[config.mk]
export PLATFORM = sky130hd
export DESIGN_NAME = vram_arbiter
export DESIGN_NICKNAME = d
export VERILOG_FILES = /design/src/rtl/vram_arbiter.sv
export SDC_FILE = /design/constraint.sdc
export NUM_CORES = 1
export LEC_CHECK = 0
export ABC_CLOCK_PERIOD_IN_PS = 4800
export BUFFER_PORTS_ARGS = -buffer_cell sky130_fd_sc_hd__buf_4
export CORE_MARGIN = 2
export CORE_UTILIZATION = 35
export DETAILED_ROUTE_END_ITERATION = 12
export GPL_ROUTABILITY_DRIVEN = 0
export PLACE_DENSITY = 0.56
export SLEW_MARGIN = 30
export SYNTH_ARGS = -nofsm -noshare
export SYNTH_HDL_FRONTEND = slang
export SYNTH_SLANG_ARGS = --single-unit
[constraint.sdc]
create_clock -name clock25 -period 4.8 [get_ports clock25]
set_input_delay 0.72 -clock clock25 [delete_from_list [all_inputs] [get_ports clock25]]
set_output_delay 0.72 -clock clock25 [all_outputs]
set_load 0.02 [all_outputs]
[src/rtl/vram_arbiter.sv]
// vram_arbiter: time-shares one single-port synchronous-read text RAM between
// the character fetch (fixed slot per 8-pixel cell) and a req/ack host port.
module vram_arbiter #(
  parameter int H_ACTIVE = 640,
  parameter int V_ACTIVE = 480,
  parameter int COLS     = 80,
  parameter int ROWS     = 30,
  parameter int AW       = 12
) (
  input  logic          clock25,
  input  logic          reset_n,
  input  logic [9:0]    HorizontalCounter,
  input  logic [9:0]    VerticalCounter,
  input  logic          host_req,
  input  logic          host_we,
  input  logic [AW-1:0] host_addr,
  input  logic [7:0]    host_wdata,
  output logic          host_ack,
  output logic [7:0]    host_rdata,
  output logic [AW-1:0] ram_addr,
  output logic          ram_we,
  output logic [7:0]    ram_wdata,
  input  logic [7:0]    ram_rdata,
  output logic [7:0]    char_code,
  output logic          char_valid
);

  localparam logic [9:0]    H_LIM    = 10'(H_ACTIVE);
  localparam logic [9:0]    V_LIM    = 10'(V_ACTIVE);
  localparam logic [AW-1:0] COLS_AW  = AW'(COLS);
  localparam logic [AW-1:0] CELLS_AW = AW'(COLS * ROWS);

  typedef enum logic [1:0] {
    IDLE,
    ISSUE,
    CAPTURE,
    ACK
  } host_state_t;

  host_state_t   state;
  logic          disp_slot;
  logic [AW-1:0] disp_addr;
  logic [AW-1:0] row_idx;
  logic [AW-1:0] col_idx;
  logic          host_slot;
  logic [AW-1:0] last_addr;
  logic [AW-1:0] req_addr;
  logic [7:0]    req_wdata;
  logic          req_we;
  logic          req_in_range;
  logic          fetch_d1;

  // Reset gates the slot so the RAM port is quiet while reset is held.
  assign disp_slot = reset_n && (HorizontalCounter[2:0] == 3'd0) &&
                     (HorizontalCounter < H_LIM) && (VerticalCounter < V_LIM);

  assign row_idx   = {{(AW-6){1'b0}}, VerticalCounter[9:4]};
  assign col_idx   = {{(AW-7){1'b0}}, HorizontalCounter[9:3]};
  assign disp_addr = row_idx * COLS_AW + col_idx;

  assign host_slot = (state == ISSUE) && !disp_slot;

  always_comb begin
    ram_addr  = last_addr;
    ram_we    = 1'b0;
    ram_wdata = 8'h00;
    if (disp_slot) begin
      ram_addr = disp_addr;
    end else if (host_slot && req_in_range) begin
      ram_addr  = req_addr;
      ram_we    = req_we;
      ram_wdata = req_wdata;
    end
  end

  // Request fields are captured on acceptance so a dropped req still completes.
  always_ff @(posedge clock25 or negedge reset_n) begin
    if (!reset_n) begin
      state        <= IDLE;
      host_ack     <= 1'b0;
      host_rdata   <= 8'h00;
      req_addr     <= '0;
      req_wdata    <= 8'h00;
      req_we       <= 1'b0;
      req_in_range <= 1'b0;
    end else begin
      host_ack <= 1'b0;
      unique case (state)
        IDLE: begin
          if (host_req) begin
            req_addr     <= host_addr;
            req_wdata    <= host_wdata;
            req_we       <= host_we;
            req_in_range <= (host_addr < CELLS_AW);
            state        <= ISSUE;
          end
        end
        ISSUE: begin
          if (!disp_slot) begin
            state <= CAPTURE;
          end
        end
        CAPTURE: begin
          if (!req_we) begin
            host_rdata <= req_in_range ? ram_rdata : 8'h00;
          end
          host_ack <= 1'b1;
          state    <= ACK;
        end
        ACK: begin
          state <= IDLE;
        end
        default: begin
          state <= IDLE;
        end
      endcase
    end
  end

  always_ff @(posedge clock25 or negedge reset_n) begin
    if (!reset_n) begin
      fetch_d1   <= 1'b0;
      char_valid <= 1'b0;
      char_code  <= 8'h00;
      last_addr  <= '0;
    end else begin
      fetch_d1   <= disp_slot;
      char_valid <= fetch_d1;
      if (fetch_d1) begin
        char_code <= ram_rdata;
      end
      last_addr <= ram_addr;
    end
  end

  // Display owns its slot outright; acks are single-cycle pulses.
  assert property (@(posedge clock25) disable iff (!reset_n) disp_slot |-> !ram_we);
  assert property (@(posedge clock25) disable iff (!reset_n) host_ack |=> !host_ack);

endmodule

==> metrics.md, run 1 <==
| Metric | Value |
|---|---|
| Initial antenna violation count | 0 |
| Final core occ | 47.8% |
| P_leak | 1.76 nW |
| DR vias | 1927 |
| Placement Rows | 31 |
| Die area | 8280 um^2 |
| Post-synth net total | 293 |
| # DRC | 0 |
| Hold Vio Cnt, Final | 0 |
| Placed insts | 403 |
| Cell taking the most area after synthesis | dfrtp_1 |
| Status | finished clean |
| CTS resizes | 0 |
| CTS tree | built |
| DP HPWL | 4.21 mm |
| Setup repair bufs after CTS | 0 |
| I/O Pins | 91 |
| Finished Layout Cells | 411 |
| Min-delay worst type | reg2reg |
| First-pass GRT wire length | 9.52 mm |
| Clk pin slew, worst setup/hold paths | 0.10 ns |
| Layout net count | 380 |
| Worst setup SP type | primary input |
| Pin count of the biggest net entering global routing | 56 |
| Mapped Area | 2650 um^2 |
| Clock Latency Late Sink | 0.30 ns |
| Tmin final | 3.52 ns |
| Max-slew violation count | 0 |
| H-tree Lvls | 2 |
| Worst-case vdd ir drop | 324 uV |
| Crit Path Category | in2out |
| Core Footprint | 7290 um^2 |
| Netlist cell types | 29 |
| #FFs+latches synth | 55 |
| Highest clock rate | 284 MHz |
| Area Overhead vs Synth | 31.7% |
| Worst-path cell chain | buf_4, ha_1, ha_1, fa_1, xor2_1, nand4_1, xnor2_1, o21ai_0, buf_4 |
| CP Data Arrival Time | 2.80 ns |
| Root Driver | clkbuf_8 |
| Crit path largest cell delay | 0.41 ns |
| Avg Inst Size Synth | 11.8 um^2 |
| ANT nets after route | 0 |
| Vias/cell | 4.69 |
| Synth top area cells | dfrtp_1 52%, mux2_2 14%, ha_1 7.1% |
| Number of synthesized flops with an enable pin | 0 |
| Ys Warns | 0 |
| Area fraction of the dominant cell type after synthesis | 52.0% |
| RSZ-0062 raised after global routing | false |
| Layout cells sized above 1 | 43.3% |
| Initial DRC count | 51 |
| Total grt overflow | 0 |
| Starting density of the core | 36.3% |
| Endpoints failing setup | 0 |
| Die Y | 91.0 um |
| ANT cells | 0 |
| Critical path fanouts, max | 4 |
| Die Wd | 91.0 um |
| Tot GR Track Use | 14.2% |
| Clock Sinks | 55 |
| Max_slew headroom | 53.5% |
| Cts bufs inserted | 5 |
| Clk buf depth | 2 |
| Power density over the cells | 544 nW/um^2 |
| Total negative slack | 0 ns |
| Post-CTS Hold Buffers | 0 |
| Worst-Margin Slew | 0.695 ns |
| Most frequent cell after synthesis | dfrtp_1 |
| DR WL/cell | 13.7 um |
| Final wirelength | 5.61 mm |
| 1st-pass router iterations | 4 |
| Prevailing post-synth register cell | dfrtp_1 |
| Worst Skew | 0.00394 ns |
| Commonest cells post-synth | 55 x dfrtp_1, 32 x mux2_2, 26 x nand2_1 |
| Max cap viols | 0 |
| Element type at the critical path end | output pin |
| Post-Synthesis Cells | 224 |
| Post-synthesis sequential area ratio | 52.0% |
| Vias in the first global route | 1945 |
| Asr flop ratio synth | 100% |
| IO Port Bufs | 86 |
| CP required | 4.08 ns |
| Tcrit/Tclk final | 73.3% |
| Slowest-stage cell, CP | fa_1 |
| Power, Total | 1.90 mW |
## flip-flops by register name, summed over array words and instances, names as in the netlist
signal / flops
state: 2
char_valid: 1
last_addr: 12
host_ack: 1
req_wdata: 8
char_code: 8
req_we: 1
fetch_d1: 1
req_in_range: 1
host_rdata: 8
req_addr: 12
## path summary, 6_finish.rpt
path,from,endpoint,slack (ns),cells after the start
worst max-delay path,VerticalCounter[5],ram_addr[10],1.28,9
worst min-delay path,host_rdata[6],host_rdata[6],0.49,2
worst max register to register,state[1],last_addr[10],2.82,6
worst min register to register,host_rdata[6],host_rdata[6],0.49,2
max in group asynchronous,reset_n,req_addr[2],3.76,2
min in group asynchronous,reset_n,state[1],0.59,2
## kinds of logic after synthesis
logic type | share of synthesized area (%)
mux | 18.0
compound gates | 6.76
simple gates | 10.2
buf+inv | 1.89
xor+xnor | 2.65
fa+ha+maj | 8.60
flops | 52.0
## layout by cell type (no fill, tap or decap)
cell	count
o21ai_2	1
a21oi_2	1
inv_6	1
nand2_2	1
mux2_2	32
o31a_1	1
inv_2	1
nor2b_1	2
xnor2_1	6
inv_1	3
a21oi_1	12
nand2_1	25
mux2i_1	10
buf_4	88
nor2_1	10
a21o_1	3
nand3_1	2
nor4_2	1
mux2_4	1
ha_1	15
fa_1	2
nand4_1	3
nand2b_1	1
dfrtp_1	55
and3_1	1
clkinv_2	2
or2_2	1
and2_1	9
o21ai_0	14
clkbuf_8	5
nor4_1	1
xor2_1	2
## critical path: cells and delay by family
family / cells / cell delay [ns]
compound gates: 1 / 0.27
fa+ha+maj: 3 / 0.93
xor+xnor: 2 / 0.39
simple gates: 1 / 0.15
buf+inv: 2 / 0.34
## cell type report
class,count,area [um^2]
timing repair buffer,88,661
tap,99,124
sequential,55,1380
clock inverter,3,18.8
inverter,4,15.0
fill,734,3800
clock buffer,5,68.8
multi-input combinational,157,1220
## through the flow
step,instance area (um^2),setup slack (ns),hold WS (ns)
after floorplan,2650,1.46,0.352
after global placement,3400,1.28,0.470
after detailed placement,3400,1.26,0.473
after CTS,3490,1.26,0.497
after global routing,3490,1.17,0.517
final,3490,1.28,0.493
## routing by layer
metal	up-vias	share of wire, %	track usage, %
li1	941	-	-
met1	918	45	19.7
met2	63	48	22.3
met3	5	6.7	3.57
met4	0	0.55	3.79
met5	-	0	0
## power breakdown
| part | internal [mW] | switching (mW) |
|---|---|---|
| clock | 0.103 | 0.151 |
| combinational | 0.429 | 0.449 |
| sequential | 0.670 | 0.0958 |
No activity file was read; power rests on OpenSTA's default activity.
==> run 2: changes to the inputs <==
--- a/config.mk
+++ b/config.mk
@@ -5,7 +5,7 @@
 export SDC_FILE = /design/constraint.sdc
 export NUM_CORES = 1
 export LEC_CHECK = 0
-export ABC_CLOCK_PERIOD_IN_PS = 4800
+export ABC_CLOCK_PERIOD_IN_PS = 3400
 export BUFFER_PORTS_ARGS = -buffer_cell sky130_fd_sc_hd__buf_4
 export CORE_MARGIN = 2
 export CORE_UTILIZATION = 35
==> constraint.sdc (replaced) <==
create_clock -name clock25 -period 3.4 [get_ports clock25]
set_input_delay 0.51 -clock clock25 [delete_from_list [all_inputs] [get_ports clock25]]
set_output_delay 0.51 -clock clock25 [all_outputs]
set_load 0.02 [all_outputs]
==> run 2 against run 1 <==
Total power grew 41%; worst hold slack lost 0.15 ns; combinational power grew 41%; critical endpoint is now ram_addr[11]; via count shrank 0.62%; die area is the same; cell count grew 0.24%; critical path type unchanged; non-clock buffer count grew 1; global-route usage shrank 0.73 points; count of clock-buffer cells in the layout is the same.
==> metrics.md, run 2 (same netlist as run 1, synthesis figures left out) <==
| Metric | Value |
|---|---|
| Element type at the critical path end | output pin |
| Core Footprint | 7290 um^2 (unchanged) |
| Cts bufs inserted | 5 (unchanged) |
| Commonest cells after routing, fill and taps aside | 89 x buf_4, 55 x dfrtp_1, 32 x mux2_2 |
| Top flop regs | last_addr x12, req_addr x12 |
| Pin count of the biggest net entering global routing | 56 (unchanged) |
| Die Y | 91.0 um (unchanged) |
| Root Driver | clkbuf_8 |
| Die area | 8280 um^2 (unchanged) |
| Power, Total | 2.68 mW (+41%) |
| Worst r2r src | state[1] |
| Crit Path Category | in2out |
| Worst setup SP type | primary input |
| Max-slew violation count | 0 (unchanged) |
| Endpoints failing setup | 0 (unchanged) |
| Fin Hold WS | 0.346 ns (-0.148 ns) |
| Max cap viols | 0 (unchanged) |
| Top delay family on crit path | adder cells |
| Crit path largest cell delay | 0.41 ns (about the same) |
| Placed Instance Area | 3410 um^2 (+0.29%) |
| Vias/cell | 4.65 (-0.86%) |
| Tot GR Track Use | 13.5% (-0.73 points) |
| Tmin final | 3.06 ns |
| Area Overhead vs Synth | 32.0% |
| Total grt overflow | 0 (unchanged) |
| Placement Rows | 31 (unchanged) |
| Starting density of the core | 36.3% (unchanged) |
| CP required | 2.89 ns (-1.19 ns) |
| # DRC | 0 (unchanged) |
| Clock Sinks | 55 (unchanged) |
| Clk buf depth | 2 (unchanged) |
| Die Wd | 91.0 um (unchanged) |
| Initial DRC count | 33 (-35%) |
| Highest clock rate | 327 MHz |
| Final wirelength | 5.61 mm (-0.12%) |
| Worst-case vdd ir drop | 315 uV (-2.7%) |
| Total negative slack | 0 ns (unchanged) |
| Final instance area | 3500 um^2 (+0.25%) |
| DR vias | 1915 (-0.62%) |
| Post-CTS Hold Buffers | 0 (unchanged) |
| Clock Latency Late Sink | 0.30 ns (about the same) |
| CP Data Arrival Time | 2.55 ns (-0.25 ns) |
| CTS resizes | 0 (unchanged) |
| Initial antenna violation count | 0 (unchanged) |
| WP depth | 10 (+1) |
| Final core occ | 48.0% (+0.12 points) |
| Setup repair bufs after CTS | 0 (unchanged) |
| H-tree Lvls | 2 (unchanged) |
| FF-to-FF End | last_addr[9] |
| Layout cells sized above 1 | 43.5% (+0.18 points) |
| 1st-pass router iterations | 4 (unchanged) |
| R2R cell count | 6 (unchanged) |
| Worst-Margin Slew | 0.698 ns (+0.00275 ns) |
| Worst Skew | 0.00478 ns (+0.000840 ns) |
| Critical path fanouts, max | 4 (unchanged) |
| Worst-path cell chain | buf_4, ha_1, ha_1, fa_1, xor2_1, nand3_1, nor4_2, xnor2_1, o21ai_2, buf_4 |
| ANT nets after route | 0 (unchanged) |
| ANT cells | 0 (unchanged) |
| First-pass GRT wire length | 8.98 mm (-5.7%) |
| DP HPWL | 4.21 mm (about the same) |
| Layout net count | 381 (+0.26%) |
| R2r setup slk | 1.70 ns (-1.12 ns) |
| Status | finished clean |
| P_leak | 1.76 nW (-0.22%) |
| Vias in the first global route | 1892 (-2.7%) |
| CTS tree | built |
| Min-delay worst type | in2async |
| Clk pin slew, worst setup/hold paths | 0.10 ns (about the same) |
| Crit path buf inv count | 2 (unchanged) |
| Tcrit/Tclk final | 90.0% |
| RSZ-0062 raised after global routing | false |
| DR WL/cell | 13.6 um (-0.37%) |
| Hold Vio Cnt, Final | 0 (unchanged) |
| I/O Pins | 91 (unchanged) |
| Commonest non-fill, non-tap cell in the layout | buf_4 |
| IO Port Bufs | 86 (unchanged) |
| Power density over the cells | 766 nW/um^2 (+41%) |
| Slowest-stage cell, CP | fa_1 |
| Max_slew headroom | 53.5% (-0.071 points) |
run 2: cell count changes in the layout (fill, tap and decap cells not counted):
| cell | change |
|---|---|
| clkinvlp_4 | +2 |
| buf_4 | +1 |
| clkinv_2 | -1 |
| inv_6 | -1 |
run 2: metrics by stage:
step           setup slack, ns  cells
6_report                 0.341    412
5_1_grt                  0.234    412
4_1_cts                  0.322    412
3_5_place_dp             0.318    404
3_3_place_gp             0.334    404
2_1_floorplan            0.475    224
run 2: where the power goes:
group | switching, mW | internal [mW] | leakage [nW]
registers | 0.136 | 0.946 | 0.672
logic | 0.634 | 0.608 | 1.04
clock network | 0.210 | 0.144 | 0.0402
total | 0.981 | 1.70 | 1.76
run 2: worst max-delay path by stage:
stage | from | end | slack [ns]
after floorplan | VerticalCounter[5] | ram_addr[10] | 0.48
after global placement | VerticalCounter[5] | ram_addr[11] | 0.33
after detailed placement | VerticalCounter[5] | ram_addr[11] | 0.32
after CTS | VerticalCounter[5] | ram_addr[11] | 0.32
after global routing | VerticalCounter[5] | ram_addr[11] | 0.23
final | VerticalCounter[5] | ram_addr[11] | 0.34
run 2: final cells by class:
class | count | area [um^2]
Tap cell | 99 | 124
Multi-Input combinational cell | 157 | 1220
Inverter | 4 | 15.0
Fill cell | 731 | 3790
Clock inverter | 3 | 20.0
Timing Repair Buffer | 89 | 668
Sequential cell | 55 | 1380
Clock buffer | 5 | 68.8
run 2: metal layers:
layer / vias up / wire length, um / share of wire, % / GRT usage [%]
met3: 4 / 346 / 6.2 / 3.32
met4: 0 / 31 / 0.55 / 3.79
li1: 948 / - / - / -
met1: 901 / 2580 / 46 / 18.3
met5: - / 0 / 0 / 0
met2: 62 / 2650 / 47 / 21.5
==> run 3: changes to the inputs <==
--- a/config.mk
+++ b/config.mk
@@ -5,14 +5,13 @@
 export SDC_FILE = /design/constraint.sdc
 export NUM_CORES = 1
 export LEC_CHECK = 0
-export ABC_CLOCK_PERIOD_IN_PS = 3400
+export ABC_CLOCK_PERIOD_IN_PS = 2900
 export BUFFER_PORTS_ARGS = -buffer_cell sky130_fd_sc_hd__buf_4
 export CORE_MARGIN = 2
 export CORE_UTILIZATION = 35
 export DETAILED_ROUTE_END_ITERATION = 12
 export GPL_ROUTABILITY_DRIVEN = 0
 export PLACE_DENSITY = 0.56
-export SLEW_MARGIN = 30
 export SYNTH_ARGS = -nofsm -noshare
 export SYNTH_HDL_FRONTEND = slang
 export SYNTH_SLANG_ARGS = --single-unit
==> constraint.sdc (replaced) <==
create_clock -name clock25 -period 2.9 [get_ports clock25]
set_input_delay 0.435 -clock clock25 [delete_from_list [all_inputs] [get_ports clock25]]
set_output_delay 0.435 -clock clock25 [all_outputs]
set_load 0.02 [all_outputs]
==> run 3 against run 2 <==
Count of clock-buffer cells in the layout rose by 3; clock skew about the same; sequential share of layout area down 0.46 points; largest power group unchanged; highest routed layer unchanged.
==> metrics.md, run 3 (same netlist as run 1, synthesis figures left out) <==
| Metric | Value |
|---|---|
| R2r setup slk | 1.23 ns (-0.47 ns) |
| Layout net count | 384 (+0.79%) |
| R2R cell count | 6 (unchanged) |
| Worst-case vdd ir drop | 432 uV (+37%) |
| Die area | 8280 um^2 (unchanged) |
| Max cap viols | 0 (unchanged) |
| Clock Latency Late Sink | 0.30 ns (about the same) |
| Crit Path Category | in2out |
| DR WL/cell | 13.3 um (-2.6%) |
| Slowest-stage cell, CP | ha_1 |
| Clock power share | 14.0% (+0.8 points) |
| DR vias | 1929 (+0.73%) |
| CP Data Arrival Time | 2.35 ns (-0.20 ns) |
| Final wirelength | 5.50 mm (-1.9%) |
| Total negative slack | 0 ns (unchanged) |
| Top delay family on crit path | adder cells |
| Min-delay worst type | in2async |
| Hold Vio Cnt, Final | 0 (unchanged) |
| # DRC | 0 (unchanged) |
| P_leak | 1.78 nW (+1.4%) |
| WP depth | 9 (-1) |
| Tmin final | 2.79 ns |
| 1st-pass router iterations | 4 (unchanged) |
| CTS tree | built |
| Top flop regs | last_addr x12, req_addr x12 |
| Status | finished clean |
| Layout cells sized above 1 | 44.0% (+0.54 points) |
| Power density over the cells | 899 nW/um^2 (+17%) |
| Element type at the critical path end | output pin |
| Placement Rows | 31 (unchanged) |
| Crit path buf inv count | 2 (unchanged) |
| Endpoints failing setup | 0 (unchanged) |
| Commonest cells after routing, fill and taps aside | 92 x buf_4, 55 x dfrtp_1, 32 x mux2_2 |
| Vias in the first global route | 1975 (+4.4%) |
| Placed Instance Area | 3430 um^2 (+0.59%) |
| # fillers | 703 (-3.8%) |
| Starting density of the core | 36.3% (unchanged) |
| Sequential share of power | 39.9% (-0.5 points) |
| Max-slew violation count | 0 (unchanged) |
| Switching Fraction | 35.5% (-1.1 points) |
| DP HPWL | 4.21 mm (about the same) |
| Clock Sinks | 55 (unchanged) |
| CP required | 2.47 ns (-0.42 ns) |
| Total grt overflow | 0 (unchanged) |
| Pin count of the biggest net entering global routing | 56 (unchanged) |
| Die Y | 91.0 um (unchanged) |
| Final core occ | 48.5% (+0.57 points) |
| Commonest non-fill, non-tap cell in the layout | buf_4 |
| First-pass GRT wire length | 9.05 mm (+0.85%) |
| Critical path fanouts, max | 4 (unchanged) |
| ANT cells | 0 (unchanged) |
| Tot GR Track Use | 13.6% (+0.095 points) |
| Area Overhead vs Synth | 33.6% |
| Cts bufs inserted | 5 (unchanged) |
| Highest clock rate | 358 MHz |
| Setup repair bufs after CTS | 0 (unchanged) |
| Worst-path cell chain | buf_4, ha_1, ha_1, a21oi_1, a21oi_1, or2_2, xnor2_1, o21ai_0, buf_4 |
| P_sw | 1.13 mW (+15%) |
| Final instance area | 3540 um^2 (+1.2%) |
| IO Port Bufs | 86 (unchanged) |
| Worst-Margin Slew | 0.691 ns (-0.00742 ns) |
| I/O Pins | 91 (unchanged) |
| Crit path largest cell delay | 0.38 ns (-0.03 ns) |
| Clk buf depth | 2 (unchanged) |
| Worst Skew | 0.00484 ns (+0.0000562 ns) |
| Root Driver | clkbuf_8 |
| H-tree Lvls | 2 (unchanged) |
| Clk pin slew, worst setup/hold paths | 0.09 ns (about the same) |
| Die Wd | 91.0 um (unchanged) |
| RSZ-0062 raised after global routing | false |
| Logic gate share of total power | 46.1% (-0.3 points) |
| Tcrit/Tclk final | 96.2% |
| Max_slew headroom | 54.0% (+0.49 points) |
| Initial DRC count | 53 (+61%) |
| Core Footprint | 7290 um^2 (unchanged) |
| Worst setup SP type | primary input |
| Register Area | 1380 um^2 (unchanged) |
| ANT nets after route | 0 (unchanged) |
| Vias/cell | 4.65 (about the same) |
| Int Pwr | 2.05 mW (+21%) |
| Initial antenna violation count | 0 (unchanged) |
| Combined area of the multi-input logic cells | 1230 um^2 (+0.61%) |
run 3: cell types whose count changed in the layout (fill, tap and decap cells not counted), sizes merged:
| cell | previous run | this run |
|---|---|---|
| clkbuf | 5 | 8 |
| buf | 89 | 92 |
| clkinvlp | 2 | 0 |
| clkinv | 1 | 0 |
run 3: worst paths after layout:
| kind | from | endpoint |
|---|---|---|
| worst max register to register | state[1] | last_addr[7] |
| min in group clock25 | host_wdata[2] | req_wdata[2] |
| worst min-delay path | reset_n | char_code[0] |
| worst min register to register | host_rdata[2] | host_rdata[2] |
| max in group asynchronous | reset_n | req_wdata[4] |
| worst max-delay path | VerticalCounter[7] | ram_addr[10] |
run 3: final cells by class:
type                    count  share of cell area [%]
clock buffers               8                    2.83
inverters                   4                   0.424
multi-input cells         157                    34.8
flip-flops and latches     55                    38.9
well taps                  99                    3.50
repair buffers             92                    19.5
run 3: worst register-to-register path, cell delays in order, from the launching register on:
cell and delay (ns):
dfrtp_1 0.41, inv_1 0.11, ha_1 0.19, nand2_1 0.15, buf_4 0.26, mux2i_1 0.12
o21ai_0 0.29
run 3: stage by stage:
stage | hold slack (ns) | setup WS, ns | cells | power, mW
final | 0.293 | 0.110 | 415 | 3.18
after global routing | 0.342 | 0.0126 | 415 | 3.41
after CTS | 0.319 | 0.0341 | 415 | 3.23
after detailed placement | 0.473 | 0.0339 | 407 | 2.78
after global placement | 0.464 | 0.0512 | 407 | 2.75
after floorplan | 0.139 | 0.125 | 224 | 2.20
run 3: what timing repair did:
item,CTS,global route
endpoints found under the setup margin,0,2
hold buffers,0,0
gates resized for setup,0,2
run 3: routing by layer:
metal	vias up	part of all wire, %	GRT usage (%)
li1	949	-	-
met2	70	46	21.8
met4	0	0.67	3.03
met5	-	0	0
met3	5	7.2	3.90
met1	905	46	18.3
run 3: power groups by stage:
stage	sequential [mW]	combinational (mW)	clock, mW
3_3_place_gp	1.28	1.47	0
4_1_cts	1.27	1.49	0.466
3_5_place_dp	1.29	1.49	0
6_report	1.27	1.47	0.444
5_1_grt	1.31	1.60	0.492
2_1_floorplan	1.34	0.861	0
